===== src/rtl/clk_div_pkg.sv =====
// Shared constants and helpers for the programmable clock divider.
//   CNT_W_DEF   : default ratio / period counter width
//   MIN_RATIO   : smallest usable divide ratio (ratios below it are raised to it)
//   clamp_ratio : maps a requested ratio to the ratio actually used
//   high_len    : high-phase length for a ratio; odd ratios give the extra cycle to the high phase
package clk_div_pkg;

  localparam int unsigned CNT_W_DEF = 8;
  localparam logic [31:0] MIN_RATIO = 32'd2;

  function automatic logic [31:0] clamp_ratio(input logic [31:0] n);
    return (n < MIN_RATIO) ? MIN_RATIO : n;
  endfunction

  function automatic logic [31:0] high_len(input logic [31:0] n);
    return (n + 32'd1) >> 1;
  endfunction

endpackage


===== src/rtl/clk_div_channel.sv =====
// One divider channel: period counter, shadowed ratio, registered divided clock and tick.
// Ports:
//   clk      : system clock, posedge
//   resetn   : synchronous active-low reset
//   en       : run request
//   ratio    : requested divide ratio, sampled only at period start
//   sync     : restart pulse shared by all channels
//   div_clk  : registered divided clock
//   tick     : one-cycle strobe on each div_clk rising edge
//   running  : period in progress
//
// state   | meaning
// --------+-----------------------------------------------
// ST_IDLE | stopped, all outputs low, cnt held at 0
// ST_RUN  | a period is in progress, cnt counts 0..act_n-1
module clk_div_channel
  import clk_div_pkg::*;
#(
  parameter int unsigned CNT_W = CNT_W_DEF
) (
  input  logic             clk,
  input  logic             resetn,
  input  logic             en,
  input  logic [CNT_W-1:0] ratio,
  input  logic             sync,
  output logic             div_clk,
  output logic             tick,
  output logic             running
);

  typedef enum logic {ST_IDLE = 1'b0, ST_RUN = 1'b1} ch_state_t;

  ch_state_t        state, state_nxt;
  logic [CNT_W-1:0] cnt, cnt_nxt;
  logic [CNT_W-1:0] act_n, act_n_nxt;
  logic             div_nxt, tick_nxt;

  logic [CNT_W-1:0] ratio_c;
  logic [CNT_W-1:0] high;
  logic [CNT_W-1:0] cnt_inc;
  logic             term;
  logic             start;

  assign running = (state == ST_RUN);
  assign ratio_c = CNT_W'(clamp_ratio(32'(ratio)));
  assign high    = CNT_W'(high_len(32'(act_n)));
  assign cnt_inc = cnt + CNT_W'(1);
  assign term    = running && (cnt == act_n - CNT_W'(1));
  // sync restarts a running channel even with en low; it then stops after that one period.
  assign start   = (!running && en) || (term && en) || (sync && (running || en));

  always_ff @(posedge clk) begin
    if (!resetn) begin
      state   <= ST_IDLE;
      cnt     <= '0;
      act_n   <= CNT_W'(MIN_RATIO);
      div_clk <= 1'b0;
      tick    <= 1'b0;
    end else begin
      state   <= state_nxt;
      cnt     <= cnt_nxt;
      act_n   <= act_n_nxt;
      div_clk <= div_nxt;
      tick    <= tick_nxt;
    end
  end

  always_comb begin
    state_nxt = state;
    cnt_nxt   = cnt;
    act_n_nxt = act_n;
    div_nxt   = 1'b0;
    tick_nxt  = 1'b0;
    if (start) begin
      // The new ratio is only captured here, so a ratio change never cuts a period short.
      state_nxt = ST_RUN;
      cnt_nxt   = '0;
      act_n_nxt = ratio_c;
      div_nxt   = 1'b1;
      tick_nxt  = 1'b1;
    end else if (term) begin
      state_nxt = ST_IDLE;
      cnt_nxt   = '0;
    end else if (running) begin
      cnt_nxt = cnt_inc;
      div_nxt = (cnt_inc < high);
    end else begin
      cnt_nxt = '0;
    end
  end

endmodule


===== src/rtl/clk_divider_prog.sv =====
// Multi-channel programmable clock divider.
// Ports:
//   clk       : system clock, posedge
//   resetn    : synchronous active-low reset
//   en        : per-channel run request
//   div_ratio : per-channel divide ratio, channel i in [i*CNT_W +: CNT_W]
//   sync      : single-cycle pulse restarting all running/enabled channels in phase
//   div_clk   : per-channel registered divided clock
//   tick      : per-channel one-cycle strobe at each divided-period start
//   running   : per-channel period-in-progress flag
module clk_divider_prog
  import clk_div_pkg::*;
#(
  parameter int unsigned NUM_CH = 2,
  parameter int unsigned CNT_W  = CNT_W_DEF
) (
  input  logic                    clk,
  input  logic                    resetn,
  input  logic [NUM_CH-1:0]       en,
  input  logic [NUM_CH*CNT_W-1:0] div_ratio,
  input  logic                    sync,
  output logic [NUM_CH-1:0]       div_clk,
  output logic [NUM_CH-1:0]       tick,
  output logic [NUM_CH-1:0]       running
);

  for (genvar i = 0; i < NUM_CH; i++) begin : g_ch
    clk_div_channel #(
      .CNT_W (CNT_W)
    ) u_ch (
      .clk     (clk),
      .resetn  (resetn),
      .en      (en[i]),
      .ratio   (div_ratio[i*CNT_W +: CNT_W]),
      .sync    (sync),
      .div_clk (div_clk[i]),
      .tick    (tick[i]),
      .running (running[i])
    );
  end

endmodule


===== config.mk =====
export PLATFORM = sky130hd
export DESIGN_NAME = clk_divider_prog
export DESIGN_NICKNAME = d
export VERILOG_FILES = /design/src/rtl/clk_div_pkg.sv /design/src/rtl/clk_div_channel.sv /design/src/rtl/clk_divider_prog.sv
export SDC_FILE = /design/constraint.sdc
export NUM_CORES = 1
export LEC_CHECK = 0
export BUFFER_PORTS_ARGS = -buffer_cell sky130_fd_sc_hd__buf_2
export CORE_UTILIZATION = 23
export DETAILED_ROUTE_END_ITERATION = 10
export PLACE_DENSITY = 0.4
export SYNTH_ARGS = -nofsm -noshare
export SYNTH_HDL_FRONTEND = slang
export SYNTH_SLANG_ARGS = --single-unit

===== constraint.sdc =====
create_clock -name clk -period 3.3 [get_ports clk]
set_input_delay 0 -clock clk [delete_from_list [all_inputs] [get_ports clk]]
set_output_delay 0 -clock clk [all_outputs]
set_load 0.02 [all_outputs]

==> impl_results.html, run 1 <==
<table>
<tr><th>Metric</th><th>Value</th></tr>
<tr><th colspan="2">Clock tree</th></tr>
<tr><td>Post-CTS clock slew at the launch and capture registers of the worst setup and hold paths</td><td>0.06 ns</td></tr>
<tr><td>Number of clock sinks</td><td>38</td></tr>
<tr><td>Worst-case clock buffer depth</td><td>2</td></tr>
<tr><td>Clk_lat worst skew</td><td>0.28 ns</td></tr>
<tr><td>CTS tree</td><td>yes</td></tr>
<tr><td>Number of buffers inserted during clock tree synthesis</td><td>5</td></tr>
<tr><td>H-tree lvl count</td><td>2</td></tr>
<tr><td>Clock tree root driver cell</td><td>sky130_fd_sc_hd__clkbuf_16</td></tr>
<tr><td>Post-CTS setup repair buffer count</td><td>0</td></tr>
<tr><th colspan="2">Timing</th></tr>
<tr><td>Headroom to the max-slew limit</td><td>38.0%</td></tr>
<tr><td>Worst Slack Setup Final</td><td>0.577 ns</td></tr>
<tr><td>Final number of max-transition violations</td><td>0</td></tr>
<tr><td>Portion of the clock cycle consumed by the worst path in the final layout</td><td>82.5%</td></tr>
<tr><td>Endpoints failing hold</td><td>0</td></tr>
<tr><td>Achievable Freq</td><td>0.367 GHz</td></tr>
<tr><td>Finish-stage setup viols</td><td>0</td></tr>
<tr><td>Slew at the pin closest to its max-slew limit</td><td>0.904 ns</td></tr>
<tr><td>Unrepaired setup endpoints after global routing</td><td>false</td></tr>
<tr><td>Sum of negative setup slack</td><td>0 ns</td></tr>
<tr><td>Final critical delay including setup and external delays</td><td>2.72 ns</td></tr>
<tr><td>Final worst clock skew</td><td>0.00456 ns</td></tr>
<tr><th colspan="2">Critical path</th></tr>
<tr><td>Kind of launch point of the worst setup path</td><td>register</td></tr>
<tr><td>Crit path required time</td><td>3.50 ns</td></tr>
<tr><td>Cell-by-cell listing of the critical path</td><td>ha_1 -&gt; and3_1 -&gt; nand3_1 -&gt; xor2_1 -&gt; ha_1 -&gt; a21oi_1 -&gt; nor2b_1 -&gt; o21ai_0 -&gt; o31ai_1 -&gt; or4b_1 -&gt; a21oi_1</td></tr>
<tr><td>Class of the most critical setup path</td><td>register to register</td></tr>
<tr><td>Endpoint type of the worst setup path</td><td>register</td></tr>
<tr><td>Critical path fanouts, max</td><td>8</td></tr>
<tr><td>Slack of the worst reg-to-reg path</td><td>0.58 ns</td></tr>
<tr><td>Slowest stage cell on the critical path</td><td>sky130_fd_sc_hd__dfxtp_1</td></tr>
<tr><td>Longest individual stage delay on the worst path</td><td>0.49 ns</td></tr>
<tr><td>Arr. time, crit path</td><td>2.92 ns</td></tr>
<tr><th colspan="2">Route</th></tr>
<tr><td>Total length of routed wires</td><td>6.77 mm</td></tr>
<tr><td>Count of nets left with antenna violations after detail routing</td><td>0</td></tr>
<tr><td>Detail-routed net length per standard cell</td><td>13.3 um</td></tr>
<tr><td>Number of DRC violations after detailed-routing iteration 0</td><td>109</td></tr>
<tr><td>DRC Markers</td><td>0</td></tr>
<tr><td>DRT Pass-1 Iters</td><td>4</td></tr>
<tr><td>Vias</td><td>2322</td></tr>
<tr><td>Per-cell via count in the routed design</td><td>4.55</td></tr>
<tr><th colspan="2">Final layout</th></tr>
<tr><td>Area used by sequential logic in the layout</td><td>761 um^2</td></tr>
<tr><td>Fillers</td><td>1311</td></tr>
<tr><td>Leading cell type in the layout, fill and taps excluded</td><td>sky130_fd_sc_hd__dfxtp_1</td></tr>
<tr><td>Syn-to-layout area delta</td><td>12.8%</td></tr>
<tr><td>Filler-free cell count of the finished design</td><td>510</td></tr>
<tr><td>Most frequent cells in the layout</td><td>sky130_fd_sc_hd__dfxtp_1, sky130_fd_sc_hd__buf_2, sky130_fd_sc_hd__xnor2_1, sky130_fd_sc_hd__a211oi_1, sky130_fd_sc_hd__nor2_1</td></tr>
<tr><td>Area of combinational cells with multiple inputs</td><td>1950 um^2</td></tr>
<tr><td>Fraction of layout cells with a size suffix above 1</td><td>15.5%</td></tr>
<tr><td>Antenna fix cells</td><td>0</td></tr>
<tr><td>Net total in the final layout</td><td>384</td></tr>
<tr><th colspan="2">Yosys</th></tr>
<tr><td>Synth Area per Inst</td><td>8.75 um^2</td></tr>
<tr><td>Share of the synthesized area in the top cell type</td><td>26.1%</td></tr>
<tr><td>Number of synthesis warnings</td><td>0</td></tr>
<tr><td>Primary FF master, synth</td><td>sky130_fd_sc_hd__dfxtp_1</td></tr>
<tr><td>Synth Net Count</td><td>374</td></tr>
<tr><td>Library cells used by synthesis</td><td>51</td></tr>
<tr><td>Leading post-synthesis cells by cell area</td><td>sky130_fd_sc_hd__dfxtp_1, sky130_fd_sc_hd__ha_1, sky130_fd_sc_hd__xnor2_1, sky130_fd_sc_hd__xor2_1, sky130_fd_sc_hd__a211oi_1</td></tr>
<tr><td>Post-synth top area cell</td><td>sky130_fd_sc_hd__dfxtp_1</td></tr>
<tr><td>Sequential-to-total area share from yosys stat</td><td>26.1%</td></tr>
<tr><td>Gate count after technology mapping</td><td>333</td></tr>
<tr><td>Post-synth EDFFs</td><td>0</td></tr>
<tr><td>Async set or reset register ratio after synthesis</td><td>0%</td></tr>
<tr><td>FF+latch count, synth</td><td>38</td></tr>
<tr><td>Summed instance area of the synthesized netlist</td><td>2910 um^2</td></tr>
<tr><th colspan="2">Die</th></tr>
<tr><td>Number of rows created at floorplan</td><td>40</td></tr>
<tr><td>Total I/O pin count</td><td>27</td></tr>
<tr><td>Overall die width</td><td>115 um</td></tr>
<tr><td>Initial cell density of the core</td><td>24.0%</td></tr>
<tr><td>Die outline area</td><td>13100 um^2</td></tr>
<tr><td>Placeable core region</td><td>12200 um^2</td></tr>
<tr><td>Die Y-Extent</td><td>115 um</td></tr>
<tr><th colspan="2">Placed design</th></tr>
<tr><td>Pre-CTS setup slack</td><td>0.603 ns</td></tr>
<tr><td>DP Cell Count</td><td>502</td></tr>
<tr><td>Last weighted congestion value of the routability-driven placer</td><td>0.736</td></tr>
<tr><td>Total half-perimeter wirelength after legalization and detailed placement</td><td>5.32 mm</td></tr>
<tr><td>Port-buffer cells</td><td>26</td></tr>
<tr><th colspan="2">Pwr</th></tr>
<tr><td>Largest vdd supply drop</td><td>0.166 mV</td></tr>
<tr><td>Static power due to leakage</td><td>1.28 nW</td></tr>
<tr><td>Power per standard cell area</td><td>407 nW/um^2</td></tr>
<tr><th colspan="2">Global routing</th></tr>
<tr><td>Total grt overflow</td><td>0</td></tr>
<tr><td>Initial antenna violation count</td><td>0</td></tr>
<tr><td>Vias in the first global route</td><td>2336</td></tr>
<tr><td>Largest net degree at the start of global routing</td><td>17</td></tr>
<tr><td>Total routing usage reported by global routing</td><td>11.2%</td></tr>
<tr><td>First-pass GRT wire length</td><td>11.6 mm</td></tr>
<tr><th colspan="2">Run status</th></tr>
<tr><td>Status</td><td>complete, no violations</td></tr>
<tr><th colspan="2">Min path</th></tr>
<tr><td>Type of the most critical hold path</td><td>input port to register</td></tr>
<tr><th colspan="2">Flow run</th></tr>
<tr><td>Count of maximum capacitance violations</td><td>0</td></tr>
</table>
[synthesized netlist by cell type (all sizes together), types with 4 or more instances]
cell type,n
a211oi,26
a21oi,6
and3,7
buf,14
clkbuf,14
dfxtp,38
ha,20
inv,13
mux2i,16
nand2,16
nand3,16
nor2,22
nor2b,25
nor3,9
o21ai,4
xnor2,25
xor2,20
[cell type report]
class	instances	area share [%]
inverter	13	1.49
tap	168	6.40
multi-input combinational	254	59.5
timing repair buffer	31	5.26
clock buffer	6	4.23
sequential	38	23.2
[state kept, by name (all words and copies together) (netlist names)]
register and flops:
g_ch.u_ch.running 2, g_ch.u_ch.act_n 16, g_ch.u_ch.div_clk 2, g_ch.u_ch.cnt 16, g_ch.u_ch.tick 2
[repair_timing]
action                    in CTS  in global routing
gates resized for setup        0                  0
hold buffers                   2                  0
hold endpoints to repair       2                  0
[cells by family (layout without fill, tap and decap cells)]
kind of cell,count (synthesis),after routing,synth area share (%)
and+or+nand+nor,115,115,22.3
AOI/OAI and AO/OA,58,58,17.2
xor gates and xnor gates,45,45,13.5
buffers and inverters,41,50,6.83
DFF,38,38,26.1
adders and majority gates,20,20,8.59
muxes,16,16,5.50
[layer usage]
metal	vias up	track usage, %	wire length, um	share of wire, %
met2	20	19.7	3320	49
li1	1198	-	-	-
met3	2	2.54	148	2.2
met1	1102	14.1	3290	49
met5	-	0	0	0
met4	0	1.82	15	0.22
[critical path, delay by kind of cell, from the launching register on]
| family | cells | cell delay [ns] |
|---|---|---|
| XOR/XNOR | 1 | 0.18 |
| flip-flops | 1 | 0.49 |
| adder cells (fa/ha/maj) | 2 | 0.55 |
| AO/OA/AOI/OAI | 4 | 0.57 |
| AND/OR/NAND/NOR | 4 | 0.88 |
[power breakdown]
group | switching [mW] | total, mW | leakage, nW | internal, mW
logic | 0.167 | 0.316 | 0.904 | 0.149
clock network | 0.182 | 0.475 | 0.0688 | 0.292
registers | 0.0579 | 0.547 | 0.311 | 0.489
total | 0.408 | 1.34 | 1.28 | 0.929
[final timing paths]
| path | start | endpoint | cells past startpoint |
|---|---|---|---|
| hold reg to reg | g_ch[0].u_ch.cnt[0] | g_ch[0].u_ch.cnt[0] | 1 |
| hold / removal | div_ratio[8] | g_ch[1].u_ch.act_n[0] | 4 |
| setup / recovery | g_ch[0].u_ch.act_n[0] | g_ch[0].u_ch.div_clk | 11 |
| setup reg to reg | g_ch[0].u_ch.act_n[0] | g_ch[0].u_ch.div_clk | 11 |
[stage by stage]
step | util [%] | cell area [um^2] | total power [mW] | hold WS (ns)
global placement | 25.7 | 3130 | 0.871 | 0.281
global route | 27.0 | 3280 | 1.42 | 0.0850
CTS | 27.0 | 3280 | 1.36 | 0.0643
finish | 27.0 | 3280 | 1.34 | 0.0693
detailed placement | 25.7 | 3130 | 0.874 | 0.276
floorplan | - | 2910 | 0.805 | 0.139
Note: power is estimated with default switching activity, not from simulation.
==> run 2, diff against run 1 <==
Clock period 3.3 ns to 2.7 ns, I/O delays scaled along.
==> run 2 against run 1 <==
Effect of this change: clock skew about the same; setup slack got worse by 0.33 ns; sequential power increased by 20%; die area unchanged; hold slack got worse by 0.029 ns; non-clock buffer count increased by 10; flip-flop and latch count unchanged; clock power increased by 48%; combinational power increased by 31%; via count increased by 1.2%; critical path type unchanged; largest cell class unchanged; largest power group is now clock.
==> impl_results.html, run 2 (synthesis results as in run 1) <==
<table>
<tr><th>Metric</th><th>Value</th></tr>
<tr><th colspan="2">Run status</th></tr>
<tr><td>Status</td><td>complete, no violations</td></tr>
<tr><th colspan="2">Clock tree</th></tr>
<tr><td>Clock tree root driver cell</td><td>sky130_fd_sc_hd__clkbuf_16</td></tr>
<tr><td>Post-CTS clock slew at the launch and capture registers of the worst setup and hold paths</td><td>0.06 ns</td></tr>
<tr><td>H-tree lvl count</td><td>2</td></tr>
<tr><td>Number of buffers inserted during clock tree synthesis</td><td>5</td></tr>
<tr><td>Number of clock sinks</td><td>38</td></tr>
<tr><td>CTS tree</td><td>yes</td></tr>
<tr><td>Worst-case clock buffer depth</td><td>2</td></tr>
<tr><td>Clk_lat worst skew</td><td>0.29 ns</td></tr>
<tr><th colspan="2">Global routing</th></tr>
<tr><td>Initial antenna violation count</td><td>0</td></tr>
<tr><td>Vias in the first global route</td><td>2359</td></tr>
<tr><td>Total grt overflow</td><td>0</td></tr>
<tr><td>First-pass GRT wire length</td><td>11.7 mm</td></tr>
<tr><td>Largest net degree at the start of global routing</td><td>17</td></tr>
<tr><td>Total routing usage reported by global routing</td><td>11.3%</td></tr>
<tr><th colspan="2">Min path</th></tr>
<tr><td>Type of the most critical hold path</td><td>input port to register</td></tr>
<tr><td>Hold Path Depth</td><td>4</td></tr>
<tr><td>Hold_sp</td><td>div_ratio[8]</td></tr>
<tr><td>Terminating pin of the worst hold path</td><td>g_ch[1].u_ch.act_n[0]</td></tr>
<tr><th colspan="2">Route</th></tr>
<tr><td>DRT Pass-1 Iters</td><td>4</td></tr>
<tr><td>Total length of routed wires</td><td>6.88 mm</td></tr>
<tr><td>DRC Markers</td><td>0</td></tr>
<tr><td>Detail-routed net length per standard cell</td><td>13.2 um</td></tr>
<tr><td>Vias</td><td>2349</td></tr>
<tr><td>Count of nets left with antenna violations after detail routing</td><td>0</td></tr>
<tr><td>Number of DRC violations after detailed-routing iteration 0</td><td>103</td></tr>
<tr><td>Per-cell via count in the routed design</td><td>4.51</td></tr>
<tr><th colspan="2">Final layout</th></tr>
<tr><td>Largest regs</td><td>g_ch.u_ch.act_n x16, g_ch.u_ch.cnt x16</td></tr>
<tr><td>Leading cell type in the layout, fill and taps excluded</td><td>sky130_fd_sc_hd__dfxtp_1</td></tr>
<tr><td>Syn-to-layout area delta</td><td>16.8%</td></tr>
<tr><td>Most frequent cells in the layout</td><td>sky130_fd_sc_hd__dfxtp_1, sky130_fd_sc_hd__buf_2, sky130_fd_sc_hd__xnor2_1, sky130_fd_sc_hd__a211oi_1, sky130_fd_sc_hd__nor2_1</td></tr>
<tr><td>Fraction of layout cells with a size suffix above 1</td><td>19.0%</td></tr>
<tr><td>Antenna fix cells</td><td>0</td></tr>
<tr><td>Final non-filler cell area</td><td>3400 um^2</td></tr>
<tr><td>Fillers</td><td>1362</td></tr>
<tr><td>Net total in the final layout</td><td>394</td></tr>
<tr><th colspan="2">Timing</th></tr>
<tr><td>Endpoints failing hold</td><td>0</td></tr>
<tr><td>Portion of the clock cycle consumed by the worst path in the final layout</td><td>90.9%</td></tr>
<tr><td>Final number of max-transition violations</td><td>0</td></tr>
<tr><td>Sum of negative setup slack</td><td>0 ns</td></tr>
<tr><td>Final critical delay including setup and external delays</td><td>2.45 ns</td></tr>
<tr><td>Headroom to the max-slew limit</td><td>54.7%</td></tr>
<tr><td>Final worst clock skew</td><td>0.00458 ns</td></tr>
<tr><td>Worst hold-check slack</td><td>0.0404 ns</td></tr>
<tr><td>Slew at the pin closest to its max-slew limit</td><td>0.671 ns</td></tr>
<tr><td>Finish-stage setup viols</td><td>0</td></tr>
<tr><td>Achievable Freq</td><td>0.407 GHz</td></tr>
<tr><td>Unrepaired setup endpoints after global routing</td><td>true</td></tr>
<tr><th colspan="2">Die</th></tr>
<tr><td>Number of rows created at floorplan</td><td>40</td></tr>
<tr><td>Die outline area</td><td>13100 um^2</td></tr>
<tr><td>Total I/O pin count</td><td>27</td></tr>
<tr><td>Overall die width</td><td>115 um</td></tr>
<tr><td>Placeable core region</td><td>12200 um^2</td></tr>
<tr><td>Initial cell density of the core</td><td>24.0%</td></tr>
<tr><td>Die Y-Extent</td><td>115 um</td></tr>
<tr><th colspan="2">Pwr</th></tr>
<tr><td>Static power due to leakage</td><td>1.35 nW</td></tr>
<tr><td>Clock network fraction of total power</td><td>39.6%</td></tr>
<tr><td>Largest vdd supply drop</td><td>0.252 mV</td></tr>
<tr><td>Net Sw Power</td><td>0.522 mW</td></tr>
<tr><td>Cell-internal power</td><td>1.25 mW</td></tr>
<tr><td>Combinational share of power</td><td>23.3%</td></tr>
<tr><td>Part of the power in registers</td><td>37.0%</td></tr>
<tr><td>Sw Ratio</td><td>29.4%</td></tr>
<tr><td>Power per standard cell area</td><td>522 nW/um^2</td></tr>
<tr><th colspan="2">Critical path</th></tr>
<tr><td>Slowest stage cell on the critical path</td><td>sky130_fd_sc_hd__a2111oi_4</td></tr>
<tr><td>Class of the most critical setup path</td><td>register to register</td></tr>
<tr><td>Critical path fanouts, max</td><td>8</td></tr>
<tr><td>Crit path required time</td><td>2.89 ns</td></tr>
<tr><td>Endpoint type of the worst setup path</td><td>register</td></tr>
<tr><td>Cell-by-cell listing of the critical path</td><td>buf_4 -&gt; nor4_2 -&gt; and3b_1 -&gt; o21bai_1 -&gt; a2111oi_4 -&gt; buf_4 -&gt; nand2_1 -&gt; a221oi_1</td></tr>
<tr><td>Kind of launch point of the worst setup path</td><td>register</td></tr>
<tr><td>Reg-to-reg critical path endpoint</td><td>g_ch[0].u_ch.act_n[1]</td></tr>
<tr><td>Cell seen most often among critical-path stages</td><td>sky130_fd_sc_hd__buf_4</td></tr>
<tr><td>Logic depth of the worst register-to-register path</td><td>8</td></tr>
<tr><td>Slack of the worst reg-to-reg path</td><td>0.25 ns</td></tr>
<tr><td>Startpoint of the most critical register-to-register path</td><td>g_ch[0].u_ch.act_n[2]</td></tr>
<tr><td>Longest individual stage delay on the worst path</td><td>0.48 ns</td></tr>
<tr><td>Arr. time, crit path</td><td>2.65 ns</td></tr>
<tr><th colspan="2">Flow run</th></tr>
<tr><td>Count of maximum capacitance violations</td><td>0</td></tr>
<tr><th colspan="2">Placed design</th></tr>
<tr><td>Placed Area</td><td>3200 um^2</td></tr>
<tr><td>Total half-perimeter wirelength after legalization and detailed placement</td><td>5.35 mm</td></tr>
<tr><td>Last weighted congestion value of the routability-driven placer</td><td>0.731</td></tr>
<tr><td>Port-buffer cells</td><td>26</td></tr>
</table>
-- run 2: area by class of cell --
class                   instances  area [um^2]  share of cell area, %
well taps                     168          210                   6.18
clock buffers                   6          139                   4.08
multi-input cells             254         1960                   57.6
repair buffers                 41          251                   7.40
clock inverters                 1         30.0                  0.883
inverters                      13         48.8                   1.43
flip-flops and latches         38          763                   22.4
-- run 2: power by group through the flow --
| stage | Sequential, mW | Combinational [mW] | Clock [mW] |
|---|---|---|---|
| 2_1_floorplan | 0.630 | 0.354 | 0 |
| 3_3_place_gp | 0.672 | 0.412 | 0 |
| 3_5_place_dp | 0.671 | 0.414 | 0 |
| 4_1_cts | 0.658 | 0.419 | 0.724 |
| 5_1_grt | 0.667 | 0.463 | 0.749 |
| 6_report | 0.657 | 0.414 | 0.703 |
-- run 2: worst max-delay path by stage --
stage	slack (ns)	cells past startpoint	to	start
after floorplan	0.37	10	g_ch[0].u_ch.act_n[5]	g_ch[0].u_ch.act_n[0]
after global placement	0.21	11	g_ch[0].u_ch.div_clk	g_ch[0].u_ch.act_n[1]
after detailed placement	0.17	11	g_ch[0].u_ch.div_clk	g_ch[0].u_ch.act_n[1]
after CTS	0.14	11	g_ch[0].u_ch.div_clk	g_ch[0].u_ch.act_n[1]
after global routing	-0.009	11	g_ch[0].u_ch.div_clk	g_ch[0].u_ch.act_n[0]
final	0.25	8	g_ch[0].u_ch.act_n[1]	g_ch[0].u_ch.act_n[2]
-- run 2: worst max-delay path, delay by kind of cell, from the launching register on --
kind	cells	cell delay (ns)
simple gates	3	0.69
compound gates	3	0.85
flops	1	0.40
buf+inv	2	0.41
-- run 2: what timing repair did --
| action | 4_1_cts | 5_1_grt |
|---|---|---|
| resized for setup | 0 | 5 |
| hold buffers | 2 | 0 |
| setup endpoints to repair | 0 | 3 |
| endpoints found under the hold margin | 2 | 0 |
| setup buffers | 0 | 0 |
-- run 2: routing by layer --
| metal | wire length, um | global-route usage [%] | vias up |
|---|---|---|---|
| met2 | 3350 | 20.0 | 32 |
| met4 | 51 | 2.34 | 0 |
| li1 | - | - | 1213 |
| met3 | 209 | 2.44 | 5 |
| met5 | 0 | 0 | - |
| met1 | 3260 | 14.1 | 1099 |
-- run 2: through the flow --
stage                     cells  util, %  setup slack, ns  power (mW)
after floorplan             333        -            0.365       0.984
after global placement      512     26.3            0.207        1.08
after detailed placement    512     26.3            0.169        1.09
after CTS                   521     27.9            0.138        1.80
after global routing        521     28.0         -0.00872        1.88
final                       521     28.0            0.245        1.77
==> run 3, diff against run 2 <==
Settings changed: CORE_UTILIZATION 23 to 50, PLACE_DENSITY 0.4 to 0.71.
==> run 3 against run 2 <==
Effect of this change: via count shrank 0.43%; register-to-register slack lost 0.07 ns; die area shrank 53%; sequential power up 0.6%; global-route usage increased by 9.8 points; maximum frequency is 2.9% lower; utilization is 30 points higher; critical path type unchanged.
==> impl_results.html, run 3 (synthesis results as in run 1) <==
<table>
<tr><th>Metric</th><th>Value</th></tr>
<tr><th colspan="2">Route</th></tr>
<tr><td>Vias</td><td>2339</td></tr>
<tr><td>Detail-routed net length per standard cell</td><td>14.3 um</td></tr>
<tr><td>Total length of routed wires</td><td>6.03 mm</td></tr>
<tr><td>Count of nets left with antenna violations after detail routing</td><td>0</td></tr>
<tr><td>Per-cell via count in the routed design</td><td>5.56</td></tr>
<tr><td>DRC Markers</td><td>0</td></tr>
<tr><td>DRT Pass-1 Iters</td><td>4</td></tr>
<tr><td>Number of DRC violations after detailed-routing iteration 0</td><td>47</td></tr>
<tr><th colspan="2">Placed design</th></tr>
<tr><td>Last weighted congestion value of the routability-driven placer</td><td>0.812</td></tr>
<tr><td>DP Cell Count</td><td>410</td></tr>
<tr><td>Total half-perimeter wirelength after legalization and detailed placement</td><td>4.59 mm</td></tr>
<tr><td>Port-buffer cells</td><td>26</td></tr>
<tr><td>Placed Area</td><td>3040 um^2</td></tr>
<tr><th colspan="2">Die</th></tr>
<tr><td>Total I/O pin count</td><td>27</td></tr>
<tr><td>Initial cell density of the core</td><td>52.3%</td></tr>
<tr><td>Number of rows created at floorplan</td><td>27</td></tr>
<tr><td>Die Y-Extent</td><td>78.3 um</td></tr>
<tr><td>Overall die width</td><td>78.3 um</td></tr>
<tr><td>Die outline area</td><td>6130 um^2</td></tr>
<tr><td>Placeable core region</td><td>5570 um^2</td></tr>
<tr><th colspan="2">Final layout</th></tr>
<tr><td>Final non-filler cell area</td><td>3230 um^2</td></tr>
<tr><td>Fraction of layout cells with a size suffix above 1</td><td>18.9%</td></tr>
<tr><td>Largest regs</td><td>g_ch.u_ch.act_n x16, g_ch.u_ch.cnt x16</td></tr>
<tr><td>Syn-to-layout area delta</td><td>10.8%</td></tr>
<tr><td>Filler-free cell count of the finished design</td><td>421</td></tr>
<tr><td>Final core utilization</td><td>57.9%</td></tr>
<tr><td>Leading cell type in the layout, fill and taps excluded</td><td>sky130_fd_sc_hd__dfxtp_1</td></tr>
<tr><td>Antenna fix cells</td><td>0</td></tr>
<tr><td>Net total in the final layout</td><td>389</td></tr>
<tr><td>Most frequent cells in the layout</td><td>sky130_fd_sc_hd__dfxtp_1, sky130_fd_sc_hd__buf_2, sky130_fd_sc_hd__xnor2_1, sky130_fd_sc_hd__nor2_1, sky130_fd_sc_hd__a211oi_1</td></tr>
<tr><th colspan="2">Timing</th></tr>
<tr><td>Endpoints failing hold</td><td>0</td></tr>
<tr><td>Final worst clock skew</td><td>0.0146 ns</td></tr>
<tr><td>Finish-stage setup viols</td><td>0</td></tr>
<tr><td>Final number of max-transition violations</td><td>0</td></tr>
<tr><td>Slew at the pin closest to its max-slew limit</td><td>0.891 ns</td></tr>
<tr><td>Sum of negative setup slack</td><td>0 ns</td></tr>
<tr><td>Achievable Freq</td><td>0.396 GHz</td></tr>
<tr><td>Portion of the clock cycle consumed by the worst path in the final layout</td><td>93.6%</td></tr>
<tr><td>Final critical delay including setup and external delays</td><td>2.53 ns</td></tr>
<tr><td>Headroom to the max-slew limit</td><td>40.6%</td></tr>
<tr><th colspan="2">Critical path</th></tr>
<tr><td>Reg-to-reg critical path endpoint</td><td>g_ch[0].u_ch.cnt[4]</td></tr>
<tr><td>Crit path required time</td><td>2.92 ns</td></tr>
<tr><td>Critical path fanouts, max</td><td>8</td></tr>
<tr><td>Logic depth of the worst register-to-register path</td><td>9</td></tr>
<tr><td>Startpoint of the most critical register-to-register path</td><td>g_ch[0].u_ch.act_n[0]</td></tr>
<tr><td>Endpoint type of the worst setup path</td><td>register</td></tr>
<tr><td>Kind of launch point of the worst setup path</td><td>register</td></tr>
<tr><td>Class of the most critical setup path</td><td>register to register</td></tr>
<tr><td>Arr. time, crit path</td><td>2.75 ns</td></tr>
<tr><td>Slack of the worst reg-to-reg path</td><td>0.17 ns</td></tr>
<tr><th colspan="2">Min path</th></tr>
<tr><td>Type of the most critical hold path</td><td>input port to register</td></tr>
<tr><td>Hold Path Depth</td><td>4</td></tr>
<tr><td>Terminating pin of the worst hold path</td><td>g_ch[1].u_ch.act_n[0]</td></tr>
<tr><td>Hold_sp</td><td>div_ratio[8]</td></tr>
<tr><th colspan="2">Clock tree</th></tr>
<tr><td>Clk_lat worst skew</td><td>0.30 ns</td></tr>
<tr><td>Number of buffers inserted during clock tree synthesis</td><td>5</td></tr>
<tr><td>Number of clock sinks</td><td>38</td></tr>
<tr><td>H-tree lvl count</td><td>2</td></tr>
<tr><td>CTS tree</td><td>yes</td></tr>
<tr><td>Post-CTS clock slew at the launch and capture registers of the worst setup and hold paths</td><td>0.09 ns</td></tr>
<tr><td>Clock tree root driver cell</td><td>sky130_fd_sc_hd__clkbuf_8</td></tr>
<tr><td>Worst-case clock buffer depth</td><td>2</td></tr>
<tr><th colspan="2">Global routing</th></tr>
<tr><td>Total routing usage reported by global routing</td><td>21.2%</td></tr>
<tr><td>Total grt overflow</td><td>0</td></tr>
<tr><td>First-pass GRT wire length</td><td>10.4 mm</td></tr>
<tr><td>Largest net degree at the start of global routing</td><td>17</td></tr>
<tr><td>Vias in the first global route</td><td>2293</td></tr>
<tr><td>Initial antenna violation count</td><td>0</td></tr>
<tr><th colspan="2">Pwr</th></tr>
<tr><td>Power per standard cell area</td><td>510 nW/um^2</td></tr>
<tr><td>Largest vdd supply drop</td><td>0.292 mV</td></tr>
<tr><td>Static power due to leakage</td><td>1.32 nW</td></tr>
<tr><th colspan="2">Flow run</th></tr>
<tr><td>Count of maximum capacitance violations</td><td>0</td></tr>
<tr><th colspan="2">Run status</th></tr>
<tr><td>Status</td><td>complete, no violations</td></tr>
</table>
-- run 3: critical path, stage by stage (launching register included) --
cell and delay [ns]:
sky130_fd_sc_hd__dfxtp_1 0.32, sky130_fd_sc_hd__buf_4 0.16, sky130_fd_sc_hd__inv_1 0.06, sky130_fd_sc_hd__ha_1 0.29
sky130_fd_sc_hd__nor2_1 0.07, sky130_fd_sc_hd__and4_1 0.23, sky130_fd_sc_hd__a2111oi_4 0.39, sky130_fd_sc_hd__a2111oi_4 0.10
sky130_fd_sc_hd__or4b_1 0.67, sky130_fd_sc_hd__nor2b_1 0.17
-- run 3: through the flow --
| stage | hold slack [ns] | setup WS (ns) | total power, mW |
|---|---|---|---|
| floorplan | 0.139 | 0.365 | 0.984 |
| global placement | 0.270 | 0.181 | 1.05 |
| detailed placement | 0.294 | 0.114 | 1.06 |
| CTS | 0.0157 | 0.108 | 1.65 |
| global route | 0.0263 | -0.00453 | 1.74 |
| finish | 0.0211 | 0.172 | 1.65 |
-- run 3: what timing repair did --
action / 4_1_cts / 5_1_grt
resized for setup: 0 / 7
hold endpoints to repair: 2 / 0
setup buffers: 0 / 1
hold buffers: 2 / 0
endpoints found under the setup margin: 0 / 21
-- run 3: worst max-delay path by stage --
stage / end / slack (ns) / startpoint
global route: g_ch[0].u_ch.act_n[4] / -0.005 / g_ch[0].u_ch.act_n[0]
floorplan: g_ch[0].u_ch.act_n[5] / 0.37 / g_ch[0].u_ch.act_n[0]
CTS: g_ch[0].u_ch.div_clk / 0.11 / g_ch[0].u_ch.act_n[1]
global placement: g_ch[0].u_ch.div_clk / 0.18 / g_ch[0].u_ch.act_n[1]
detailed placement: g_ch[0].u_ch.div_clk / 0.11 / g_ch[0].u_ch.act_n[1]
finish: g_ch[0].u_ch.cnt[4] / 0.17 / g_ch[0].u_ch.act_n[0]
-- run 3: area by class of cell --
type	instances	area (um^2)
clock buffers	5	68.8
clock inverters	3	68.8
fillers	515	2350
inverters	13	48.8
multi-input cells	254	1970
flip-flops and latches	38	763
well taps	72	90.1
repair buffers	36	214
-- run 3: report_power, final --
group / internal (mW) / switching [mW]
Sequential: 0.597 / 0.0645
Clock: 0.370 / 0.211
Combinational: 0.191 / 0.211
-- run 3: per-layer routing --
metal  track usage (%)  share of wire [%]  vias up
li1                  -                  -     1205
met1              26.4                 46     1095
met2              36.6                 50       30
met3              3.37                1.9        9
met4              7.59                1.9        0
met5                 0                  0        -
